[src/rtl/jt51_op_wr_sched_if.sv]
// Write handshake between the jt51 MMR write decoder and the operator write scheduler.
interface jt51_op_wr_sched_if;
  logic       wr_valid;
  logic       wr_ready;
  logic [7:0] wr_addr;
  logic [7:0] wr_data;

  modport master (output wr_valid, output wr_addr, output wr_data, input wr_ready);
  modport slave  (input wr_valid, input wr_addr, input wr_data, output wr_ready);
endinterface

[src/rtl/jt51_op_wr_sched.sv]
// Queues CPU writes to operator registers 0x40-0xFF and strobes them into the
// circulating operator CSR when the target slot comes round. Optional counters: JT51_OPWR_STATS_EN.
module jt51_op_wr_sched #(
  parameter int unsigned DEPTH    = 4,
  parameter int unsigned SLOT_OFS = 0
) (
  input  logic                 clk,
  input  logic                 rst_n,
  input  logic                 cen,
  input  logic                 sync,
  jt51_op_wr_sched_if.slave    wr,
  output logic [7:0]           din,
  output logic                 up_dt1_op,
  output logic                 up_mul_op,
  output logic                 up_tl_op,
  output logic                 up_ks_op,
  output logic                 up_amsen_op,
  output logic                 up_dt2_op,
  output logic                 up_d1l_op,
  output logic                 up_ar_op,
  output logic                 up_d1r_op,
  output logic                 up_d2r_op,
  output logic                 up_rr_op,
  output logic                 busy,
  output logic                 bad_addr
`ifdef JT51_OPWR_STATS_EN
  ,
  output logic [15:0]          wr_cnt,
  output logic [7:0]           drop_cnt
`endif
);

  localparam int unsigned AW = $clog2(DEPTH);
  localparam logic [4:0]  OFS = 5'(SLOT_OFS % 32);

  // Bit positions inside the registered strobe vector
  localparam int B_DT1 = 10, B_MUL = 9, B_TL = 8, B_KS = 7, B_AMSEN = 6, B_DT2 = 5;
  localparam int B_D1L = 4,  B_AR  = 3, B_D1R = 2, B_D2R = 1, B_RR = 0;

  typedef enum logic [1:0] { ST_IDLE, ST_WAIT, ST_APPLY } state_t;

  typedef struct packed {
    logic [2:0] grp;
    logic [4:0] slot;
    logic [7:0] data;
  } entry_t;

  function automatic logic [10:0] decode(input logic [2:0] grp);
    logic [10:0] v;
    v = '0;
    case (grp)
      3'd2: begin v[B_DT1]   = 1'b1; v[B_MUL] = 1'b1; end
      3'd3: begin v[B_TL]    = 1'b1;                  end
      3'd4: begin v[B_KS]    = 1'b1; v[B_AR]  = 1'b1; end
      3'd5: begin v[B_AMSEN] = 1'b1; v[B_D1R] = 1'b1; end
      3'd6: begin v[B_DT2]   = 1'b1; v[B_D2R] = 1'b1; end
      3'd7: begin v[B_D1L]   = 1'b1; v[B_RR]  = 1'b1; end
      default: v = '0;
    endcase
    return v;
  endfunction

  entry_t          mem [DEPTH];
  logic [AW-1:0]   wr_ptr, rd_ptr, sel_ptr;
  logic [AW:0]     count;
  logic [4:0]      slot, slot_nx;
  state_t          state, state_nx;
  logic [10:0]     up_q;
  logic            push, pop, load, low_addr, empty;
  entry_t          cand;

  assign empty       = (count == '0);
  assign wr.wr_ready = (count != (AW+1)'(DEPTH));
  assign low_addr    = (wr.wr_addr[7:6] == 2'b00);
  assign push        = wr.wr_valid & wr.wr_ready & ~low_addr;
  assign slot_nx     = sync ? 5'd0 : slot + 5'd1;
  assign busy        = ~empty | (state == ST_APPLY);

  // Entry storage: holds only queued data, validity comes from the pointers.
  // NOTE: the FIFO array is not reset; pointers and count define which entries are live.
  always_ff @(posedge clk) begin
    if (push) mem[wr_ptr] <= '{grp: wr.wr_addr[7:5], slot: wr.wr_addr[4:0] + OFS, data: wr.wr_data};
  end

  // NOTE: sequential state uses non-blocking assignments so every register sees pre-edge values.
  always_ff @(posedge clk or negedge rst_n) begin
    if (!rst_n) begin
      wr_ptr   <= '0;
      rd_ptr   <= '0;
      count    <= '0;
      slot     <= '0;
      state    <= ST_IDLE;
      bad_addr <= 1'b0;
    end else begin
      state    <= state_nx;
      bad_addr <= wr.wr_valid & wr.wr_ready & low_addr;
      if (cen)  slot   <= slot_nx;
      if (push) wr_ptr <= wr_ptr + 1'b1;
      if (pop)  rd_ptr <= rd_ptr + 1'b1;
      case ({push, pop})
        2'b10:   count <= count + 1'b1;
        2'b01:   count <= count - 1'b1;
        default: count <= count;
      endcase
    end
  end

  // During APPLY the candidate is the entry behind the head, so a write for the
  // following slot can be loaded on the same edge that retires the current one.
  // NOTE: every always_comb output gets a default first so no latch is inferred.
  always_comb begin
    state_nx = state;
    load     = 1'b0;
    pop      = 1'b0;
    sel_ptr  = rd_ptr;
    case (state)
      ST_IDLE, ST_WAIT: begin
        if (cen && !empty) begin
          if (mem[sel_ptr].slot == slot_nx) begin
            load     = 1'b1;
            state_nx = ST_APPLY;
          end else begin
            state_nx = ST_WAIT;
          end
        end else if (empty) begin
          state_nx = ST_IDLE;
        end
      end
      ST_APPLY: begin
        if (cen) begin
          pop = 1'b1;
          if (count > (AW+1)'(1)) begin
            sel_ptr = rd_ptr + 1'b1;
            if (mem[sel_ptr].slot == slot_nx) begin
              load     = 1'b1;
              state_nx = ST_APPLY;
            end else begin
              state_nx = ST_WAIT;
            end
          end else begin
            state_nx = ST_IDLE;
          end
        end
      end
      default: state_nx = ST_IDLE;
    endcase
    cand = mem[sel_ptr];
  end

  always_ff @(posedge clk or negedge rst_n) begin
    if (!rst_n) begin
      up_q <= '0;
      din  <= '0;
    end else if (load) begin
      up_q <= decode(cand.grp);
      din  <= cand.data;
    end else if (pop) begin
      up_q <= '0;
    end
  end

`ifdef JT51_OPWR_STATS_EN
  always_ff @(posedge clk or negedge rst_n) begin
    if (!rst_n) begin
      wr_cnt   <= '0;
      drop_cnt <= '0;
    end else begin
      if (pop) wr_cnt <= wr_cnt + 16'd1;
      if (bad_addr && drop_cnt != 8'hFF) drop_cnt <= drop_cnt + 8'd1;
    end
  end
`endif

  assign up_dt1_op   = up_q[B_DT1];
  assign up_mul_op   = up_q[B_MUL];
  assign up_tl_op    = up_q[B_TL];
  assign up_ks_op    = up_q[B_KS];
  assign up_amsen_op = up_q[B_AMSEN];
  assign up_dt2_op   = up_q[B_DT2];
  assign up_d1l_op   = up_q[B_D1L];
  assign up_ar_op    = up_q[B_AR];
  assign up_d1r_op   = up_q[B_D1R];
  assign up_d2r_op   = up_q[B_D2R];
  assign up_rr_op    = up_q[B_RR];

endmodule

[src/flat_wrapper.sv]
// flat-port wrapper written by rule: the top's interface ports become plain ports
module jt51_op_wr_sched_flat 
#(
  parameter int unsigned DEPTH    = 4,
  parameter int unsigned SLOT_OFS = 0
)
  (clk, rst_n, cen, sync, din, up_dt1_op, up_mul_op, up_tl_op, up_ks_op, up_amsen_op, up_dt2_op, up_d1l_op, up_ar_op, up_d1r_op, up_d2r_op, up_rr_op, busy, bad_addr, wr_wr_valid, wr_wr_addr, wr_wr_data, wr_wr_ready);
  jt51_op_wr_sched_if wr_i ();
  input  logic clk;
  input  logic rst_n;
  input  logic cen;
  input  logic sync;
  output logic [7:0] din;
  output logic up_dt1_op;
  output logic up_mul_op;
  output logic up_tl_op;
  output logic up_ks_op;
  output logic up_amsen_op;
  output logic up_dt2_op;
  output logic up_d1l_op;
  output logic up_ar_op;
  output logic up_d1r_op;
  output logic up_d2r_op;
  output logic up_rr_op;
  output logic busy;
  output logic bad_addr;
  input wire logic [$bits(wr_i.wr_valid)-1:0] wr_wr_valid;
  input wire logic [$bits(wr_i.wr_addr)-1:0] wr_wr_addr;
  input wire logic [$bits(wr_i.wr_data)-1:0] wr_wr_data;
  output wire logic [$bits(wr_i.wr_ready)-1:0] wr_wr_ready;
  assign wr_i.wr_valid = wr_wr_valid;
  assign wr_i.wr_addr = wr_wr_addr;
  assign wr_i.wr_data = wr_wr_data;
  assign wr_wr_ready = wr_i.wr_ready;
  jt51_op_wr_sched #(.DEPTH(DEPTH), .SLOT_OFS(SLOT_OFS)) u_core (.clk(clk), .rst_n(rst_n), .cen(cen), .sync(sync), .wr(wr_i), .din(din), .up_dt1_op(up_dt1_op), .up_mul_op(up_mul_op), .up_tl_op(up_tl_op), .up_ks_op(up_ks_op), .up_amsen_op(up_amsen_op), .up_dt2_op(up_dt2_op), .up_d1l_op(up_d1l_op), .up_ar_op(up_ar_op), .up_d1r_op(up_d1r_op), .up_d2r_op(up_d2r_op), .up_rr_op(up_rr_op), .busy(busy), .bad_addr(bad_addr));
endmodule
[config.mk]
export PLATFORM = sky130hd
export DESIGN_NAME = jt51_op_wr_sched_flat
export DESIGN_NICKNAME = d
export VERILOG_FILES = /design/src/rtl/jt51_op_wr_sched_if.sv /design/src/rtl/jt51_op_wr_sched.sv /design/src/flat_wrapper.sv
export SDC_FILE = /design/constraint.sdc
export NUM_CORES = 1
export LEC_CHECK = 0
export CAP_MARGIN = 0
export CORE_UTILIZATION = 55
export CTS_BUF_LIST = sky130_fd_sc_hd__clkbuf_16
export CTS_CLUSTER_DIAMETER = 200
export DETAILED_ROUTE_END_ITERATION = 10
export PLACE_DENSITY_LB_ADDON = 0.25
export SLEW_MARGIN = 15
export SYNTH_ARGS = -nofsm -noshare
export SYNTH_HDL_FRONTEND = slang
export SYNTH_SLANG_ARGS = --single-unit
[constraint.sdc]
create_clock -name clk -period 6.5 [get_ports clk]
set_input_delay 1.3 -clock clk [delete_from_list [all_inputs] [get_ports clk]]
set_output_delay 1.3 -clock clk [all_outputs]
set_load 0.005 [all_outputs]
# Yosys cells after proc, flatten, opt, wreduce, memory -nomap -nowiden
# Memories as Yosys holds them, arrays and structs flattened.
# Cells that the tools add are included.
[totals]
regBits = 34
ramBits = 64
inputBits = 21
output_inout_bits = 22
wordCells = 75
n_memories = 1
[memory_table]
columns = ["name", "words", "word_bits", "read_ports", "rd_ports_with_merged_regs", "write_ports", "line", "text"]
rows = [
  ["u_core.mem", 4, 16, 3, 0, 1, "jt51_op_wr_sched.sv:63", "entry_t mem [DEPTH];"],
]
[classes]
addsub = 5
n_lt_le_gt_ge = 1
n_eq_ne = 15
mux = 30
bitwise_logic = 6
n_reduce_logical = 9
[ops]
columns = ["cell", "n"]
rows = [
  ["two-way mux 11 bit", 2],
  ["two-way mux 2 bit", 10],
  ["two-way mux 1 bit", 14],
  ["equality test 3 bit, second input constant", 4],
  ["equality test 5 bit", 2],
  ["equality test 3 x 2 -> 1 bit, second input constant", 2],
  ["one-hot mux 3 bit (2 select lines)", 1],
  ["adder 5 x 1 -> 5 bit, second input constant", 1],
  ["two-way mux 5 bit", 1],
  ["adder 2 x 1 -> 2 bit, second input constant", 2],
  ["equality test 2 x 1 -> 1 bit, second input constant", 2],
  ["equality test 2 bit, second input constant", 2],
  ["logical NOT 2 bit", 2],
  ["one-hot mux 2 bit (2 select lines)", 1],
  ["nonzero test 2 bit", 2],
  ["adder 3 x 1 -> 3 bit, second input constant", 1],
  ["bitwise AND 1 bit", 3],
  ["greater-than comparator 3 x 1 -> 1 bit, second input constant", 1],
  ["logical NOT 3 bit", 1],
  ["inequality test 3 x 1 -> 1 bit, second input constant", 1],
  ["inequality test 3 bit, second input constant", 1],
  ["subtractor 3 x 1 -> 3 bit, second input constant", 1],
  ["inequality test 2 bit, second input constant", 1],
  ["NOT 1 bit", 2],
  ["other kinds (6)", 6],
]

# Longest topological paths before layout
[depth]
depth_word = 8
depth_mapped = 11
mapped_depth_nobuf = 10

# Worst setup path after synthesis
# OpenSTA, ideal clock, no wires.
[synth_timing]
path_type = "input to register"
start = "input cen"
end = "register u_core.din[4]"
setup_time_ps = 125
arrival_time_ps = 3113
required_time_ps = 6375
setup_slack_ps = 3262
stages = 8
path_buffers = 1
cell_sequence = "buf_4 nand3b_4 inv_2 nand2_1 or2_2 xor2_1 mux4_2 mux2_4"
[synth_via]
elab_chain_cells = 3
word_cells_on_any_way = 7
cone_classes = "mux: 5; reduce/logical: 1; memory: 1"
[synth_lines]
columns = ["element", "line", "text"]
rows = [
  ["from (decl)", "flat_wrapper.sv:11", "input logic cen;"],
  ["two-way mux 2 bit or logical AND 1 bit (tied branches)", "jt51_op_wr_sched.sv:130, jt51_op_wr_sched.sv:118", ""],
  ["two-way mux 2 bit or two-way mux 1 bit (tied branches)", "jt51_op_wr_sched.sv:116, jt51_op_wr_sched.sv:118", ""],
  ["memory (4 x 16 bit) or one-hot mux 1 bit (2 select lines) (tied branches)", "n/a", ""],
  ["to (signal assigned)", "jt51_op_wr_sched.sv:156", "din <= cand.data;"],
  ["to (decl)", "jt51_op_wr_sched.sv:12", "output logic [7:0] din,"],
]
# Several ways; a longest one is shown, not always the timed one.
# A chain may end at the register's enable or synchronous reset.

# Worst setup path in the final report
[layout_timing]
start = "input cen"
end = "register u_core.din[6]"
# The elaborated chain is that of the path after synthesis.

==> impl_metrics.toml <==
[detailed_routing]
drt_iter0_drc = 207
routed-via-count = 2380
dr.pass1.iters = 4
drc = 0
wl_per_cell_um = 17.3
vias_per_cell = 5.56
wl_mm = 7.40
drtAntennaViolNets = 0

[synthesis]
syn_avg_cell_area_um2 = 15.2
yosysWarnings = 0
synth_seq_area_share = 0.616
syn_inst = 283
synth_ff_type = "edfxtp_1"
ys_types = 47
synth_edf_count = 64
async_flop_share = 0.312
yosysTopAreaCell = "edfxtp_1"
syn_area_um2 = 4300
synth.ff_latch_count = 93
yosysTopAreaCellShare = 0.447
synthesis.nets = 314
synth_area_leaders = "edfxtp_1, dfrtp_1, mux4_2, ha_1, xnor2_1"

[sta]
setup_viol = 0
max_freq_ghz = 0.247
finalMaxSlewViolations = 0
finalSetupTns_ns = 0
rsz0062_at_grt = "no"
hold_ws_ns = 0.510
period_needed_ns = 4.05
skew_ns = 0.00594
slew_headroom = 0.360
worstMarginPinSlew_ns = 0.956
finalHoldViolations = 0
fin_crit_sh = 0.623
layout_setup_ws_ns = 2.45

[grt]
grt.total_usage = 0.200
grt_pass1_vias = 2400
grt_pass1_wl_mm = 12.3
grt.overflow.total = 0
grt_max_degree = 30
antenna_found_initial = 0

[cts]
worstSkewPairLatency_ns = 0.33
htree_levels = 3
post_cts_buffers = 0
clkSinkCount = 93
numCtsBuffers = 9
cts_buffer_depth = 2
clk_pin_slew_ns = 0.07
cts_tree = "done"
clockRootBuffer = "clkbuf_16"
cts_resized = 0
holdBufCountCts = 0

[final_layout]
drive_gt1_frac = 0.167
nets = 355
syn2layout_area_growth_pct = 17.6
num_antenna_cells = 0

[pwr]
seqPwrFrac = 0.421
power_frac_clock = 0.272
p_sw_w = 0.000616
power_w = 0.00207
p_per_area_nw_per_um2 = 410
p_leak_nw = 1.89
combPwrFrac = 0.306
switching_share = 0.298
vdd_drop_max_mv = 0.258
intPower_w = 0.00145

[setup_path]
cp-start-kind = "primary input"
r2r_slack_ns = 3.33
crit_path_top_delay_cell = "clkdlybuf4s50_1"
endpoint_kind = "flop"
cp_cell_sequence = "clkdlybuf4s50_1 > nand3b_4 > inv_2 > nand2_1 > or2_2 > xor2_1 > mux4_2 > mux2_4"
slowest_delay_ns = 0.77
crit_required_ns = 6.72
path_delay_family = "buffers and inverters"
worstPathArrival_ns = 4.27
worstSetupPathType = "in -> reg"
crit_buf_inv = 2
critical_path.max_fanout = 10

[placement]
globalplace.congestion = 0.786
port_buffers = 42
dp_hpwl_mm = 4.83
dp_worst_setup_slack_ns = 2.11

[die]
rows = 31
dieHeight_um = 90.4
dieArea_um2 = 8170
start_util = 0.580
die_width_um = 90.4
boundaryPins = 43
core-area_um2 = 7410

[job]
drv_cap = 0

[outcome]
outcome = "completed"

[hold_path]
min_path_type = "reg -> reg"
## metal layers
metal / track usage / wire length (um) / vias to the layer above
met2: 0.324 / 3650 / 58
met3: 0.0345 / 272 / 8
met4: 0.0927 / 108 / 0
met1: 0.266 / 3370 / 1183
li1: - / - / 1131
met5: 0 / 0 / -
## placed cells by master, fill, tap and decap left out, types with 8 or more instances in the layout
cell type | synthesis | routed
clkbuf_16 | 0 | 9
o21ai_0 | 8 | 8
clkdlybuf4s50_1 | 0 | 42
nor3_1 | 10 | 10
nand2_1 | 12 | 12
dfrtp_1 | 29 | 29
xnor2_1 | 12 | 12
mux4_2 | 14 | 14
xor2_1 | 8 | 8
ha_1 | 10 | 10
nor2_1 | 18 | 18
mux2_2 | 8 | 8
mux2i_1 | 10 | 10
nand3_1 | 10 | 10
edfxtp_1 | 64 | 64
## final timing paths
path / from / endpoint / cells after the start
worst min register to register: u_core.din[1] / u_core.din[1] / 1
min in group asynchronous: rst_n / u_core.slot[3] / 2
worst min-delay path: u_core.din[1] / u_core.din[1] / 1
worst max-delay path: cen / u_core.din[6] / 8
max in group asynchronous: rst_n / u_core.din[0] / 2
worst max register to register: u_core.rd_ptr[1] / u_core.din[0] / 6
## registers in the layout, summed over array words and instances (netlist names)
name,cells
u_core.state,2
u_core.count,3
u_core.din,8
u_core.rd_ptr,2
u_core.wr_ptr,2
u_core.slot,5
u_core.up_q,6
u_core.mem,64
u_core.bad_addr,1
## cells in the mapped netlist (10+ instances only)
cell type and instances:
nor3_1 10, nor2_1 18, edfxtp_1 64, xnor2_1 12, nand3_1 10, mux2i_1 10, dfrtp_1 29, nand2_1 12
ha_1 10, mux4_2 14
## per-stage QoR
stage / area, um2 / util / cells
after floorplan: 4300 / - / 283
after global placement: 4730 / 0.639 / 412
after detailed placement: 4730 / 0.639 / 412
after CTS: 5050 / 0.682 / 428
after global routing: 5050 / 0.682 / 428
final: 5050 / 0.682 / 428
## final cells by class
class	instances	area (um2)
clock buffers	9	225
clock inverters	7	96.3
fillers	496	2350
inverters	8	30.0
multi-input cells	169	1500
flip-flops and latches	93	2650
well taps	99	124
repair buffers	43	428
## cells by family after synthesis
| logic type | count (synthesis) | synth area share |
|---|---|---|
| buffers and inverters | 21 | 0.0341 |
| AND/OR/NAND/NOR | 76 | 0.0958 |
| multiplexers | 37 | 0.137 |
| flip-flops | 93 | 0.616 |
| adder cells (fa/ha/maj) | 10 | 0.0291 |
| AO/OA/AOI/OAI | 25 | 0.0402 |
| XOR/XNOR | 21 | 0.0472 |
## power by group through the flow
stage | sequential [W] | combinational, W | clock [W]
finish | 0.000872 | 0.000634 | 0.000563
detailed placement | 0.000884 | 0.000638 | 0
CTS | 0.000874 | 0.000644 | 0.000572
global placement | 0.000882 | 0.000618 | 0
global route | 0.000891 | 0.000700 | 0.000597
floorplan | 0.000832 | 0.000498 | 0
Power figures use the tool's default switching activity.
==> RTL edit (config.mk and constraints unchanged) <==
Re-encode `state_t` (3 states) as one-hot, 3 bits wide.
--- a/src/rtl/jt51_op_wr_sched.sv
+++ b/src/rtl/jt51_op_wr_sched.sv
@@ -38,5 +38,5 @@
   localparam int B_D1L = 4,  B_AR  = 3, B_D1R = 2, B_D2R = 1, B_RR = 0;
 
-  typedef enum logic [1:0] { ST_IDLE, ST_WAIT, ST_APPLY } state_t;
+  typedef enum logic [2:0] { ST_IDLE = 3'b001, ST_WAIT = 3'b010, ST_APPLY = 3'b100 } state_t;
 
   typedef struct packed {
Behaviour: no difference found for any inputs over 4 cycles, from zero or initial values and one cycle with rst_n low; so few cycles prove little.
==> RTL edit against the original RTL <==
Global-route usage hardly changed; sequential power is 3.9% lower; synthesized area is 2.2% higher; power is 13% lower; setup slack better by 0.27 ns; combinational power is 33% lower; cell count is 0.23% higher; routed wire length is 0.49% higher; sequential cell count is 1 higher; count of clock-buffer cells in the layout stayed put; non-clock buffer count is 1 higher; final area is 2.1% higher; critical endpoint is now u_core.din[3].
==> RTL edit: results (changes against the original RTL) <==
| Metric | Value |
|---|---|
| Vias | `2409 (was 2380)` |
| Number of diodes | `0 (unchanged)` |
| Post-Syn Nets | `310 (was 314)` |
| Post CTS Setup Buffer Count | `0 (unchanged)` |
| Antenna violations before repair | `0 (unchanged)` |
| Largest net degree at the start of global routing | `31 (was 30)` |
| Total track usage | `19.98% (was 20.03%)` |
| Clk slew on worst S/H paths | `0.06 ns` |
| Share of cells above drive strength 1 | `16.21% (was 16.72%)` |
| First-pass DRT Iterations | `4 (unchanged)` |
| Vias in the first global route | `2458 (was 2400)` |
| Fin nets | `352 (was 355)` |
| GP Congestion | `0.8029 (was 0.7855)` |
| First-pass GRT wire length | `12250 um (was 12280 um)` |
| Starting DRT DRC Count | `82 (was 207)` |
| Number of I/O port buffers | `42 (unchanged)` |
| Layout Skew | `0.008134 ns (was 0.005940 ns)` |
| Synth unique cells | `46 (was 47)` |
| # hold bufs at CTS | `0 (unchanged)` |
| Synth area leaders | `edfxtp_1 44%, dfrtp_1 17%, mux4_2 6.7% (was edfxtp_1 45%, dfrtp_1 17%, mux4_2 7.3%)` |
| Hpwl dp | `4949 um (was 4828 um)` |
| Post-synth EDFFs | `64 (unchanged)` |
| Largest stage delay, worst path | `0.79 ns (was 0.77 ns)` |
| DR DRC count | `0 (unchanged)` |
| CP max-delay cell | `clkdlybuf4s50_1 (unchanged)` |
| WP data arrival | `4.00 ns (was 4.27 ns)` |
| Post-synth ARST share | `31.91% (was 31.18%)` |
| Status | `complete, no violations (unchanged)` |
| Avg WL per Cell | `17.34 um (was 17.29 um)` |
| H-Tree Depth | `3 (unchanged)` |
| Top cells by count, synth | `64 x edfxtp_1, 29 x dfrtp_1, 17 x mux2i_1, 17 x nand2_1 (was 64 x edfxtp_1, 29 x dfrtp_1, 18 x nor2_1, 14 x mux4_2)` |
| Crit Path Max Fanout | `13 (was 10)` |
| Worst VDD drop | `218.6 uV (was 257.9 uV)` |
| CTS Buf Count | `9 (unchanged)` |
| Biggest regs | `u_core.mem: 64 flops, u_core.din: 8 flops, u_core.up_q: 6 flops (unchanged)` |
| Hold crit path type | `reg2reg (unchanged)` |
| Deepest clock path buffer count | `2 (unchanged)` |
| Resized cells post-CTS | `0 (unchanged)` |
| Max_slew headroom | `34.36% (was 36.03%)` |
| Worst skew pair latency | `0.34 ns` |
| CTS root buf | `clkbuf_16 (unchanged)` |
| Seq/Total Area, Yosys | `60.90% (was 61.62%)` |
| Yosys warns | `0 (unchanged)` |
| Top_reg_cell synth | `edfxtp_1 (unchanged)` |
| Lkg Pwr | `1.941 nW (was 1.890 nW)` |
RTL edit: through the flow:
step / std cells / cell area (um2) / setup WS [ns]
floorplan: 280 / 4390 / 3.564
global placement: 413 / 4843 / 2.367
detailed placement: 413 / 4843 / 2.315
CTS: 429 / 5157 / 2.662
global route: 429 / 5157 / 2.537
finish: 429 / 5157 / 2.721
RTL edit: final cells by class:
type                    instances  area, um2
clock buffers                   9      225.2
flip-flops and latches         94       2674
inverters                       8      30.03
clock inverters                 7      88.84
well taps                     102      127.6
repair buffers                 44      435.4
multi-input cells             165       1577
fillers                       544       2570
RTL edit: cell families (layout without fill, tap and decap cells):
family / Yosys count / count (layout) / synth area share, %
DFF: 94 / 94 / 60.90
and+or+nand+nor: 61 / 61 / 7.353
muxes: 49 / 49 / 17.53
adders and majority gates: 9 / 9 / 2.565
AOI/OAI and AO/OA: 24 / 24 / 3.648
xor gates and xnor gates: 22 / 22 / 4.816
buffers and inverters: 21 / 68 / 3.191
RTL edit: worst paths after layout:
check                            startpoint         endpoint  slack, ns  cells past startpoint
max                                     cen    u_core.din[3]       2.72                      7
min                         u_core.count[0]  u_core.count[0]       0.51                      1
max reg2reg                u_core.rd_ptr[1]    u_core.din[3]       3.50                      6
min reg2reg                 u_core.count[0]  u_core.count[0]       0.51                      1
max in group asynchronous             rst_n  u_core.state[0]       4.83                      2
min in group asynchronous             rst_n   u_core.slot[4]       1.35                      2
RTL edit: where the power goes:
part | internal (W) | total [W] | switching (W) | leakage [nW]
registers | 0.000765 | 0.000838 | 0.0000726 | 0.979
clock network | 0.000306 | 0.000543 | 0.000237 | 0.150
logic | 0.000225 | 0.000423 | 0.000199 | 0.812
RTL edit: routing by layer:
metal  global-route usage [%]  part of all wire [%]
met3                    4.941                   3.5
met2                    31.82                    48
met1                    26.28                    46
met5                        0                     0
met4                    8.730                   2.0
RTL edit: critical path, delay by kind of cell:
kind	cells	cell delay [ns]
and+or+nand+nor	2	0.29
muxes	2	0.70
AOI/OAI and AO/OA	1	0.24
xor gates and xnor gates	1	0.68
buffers and inverters	1	0.79
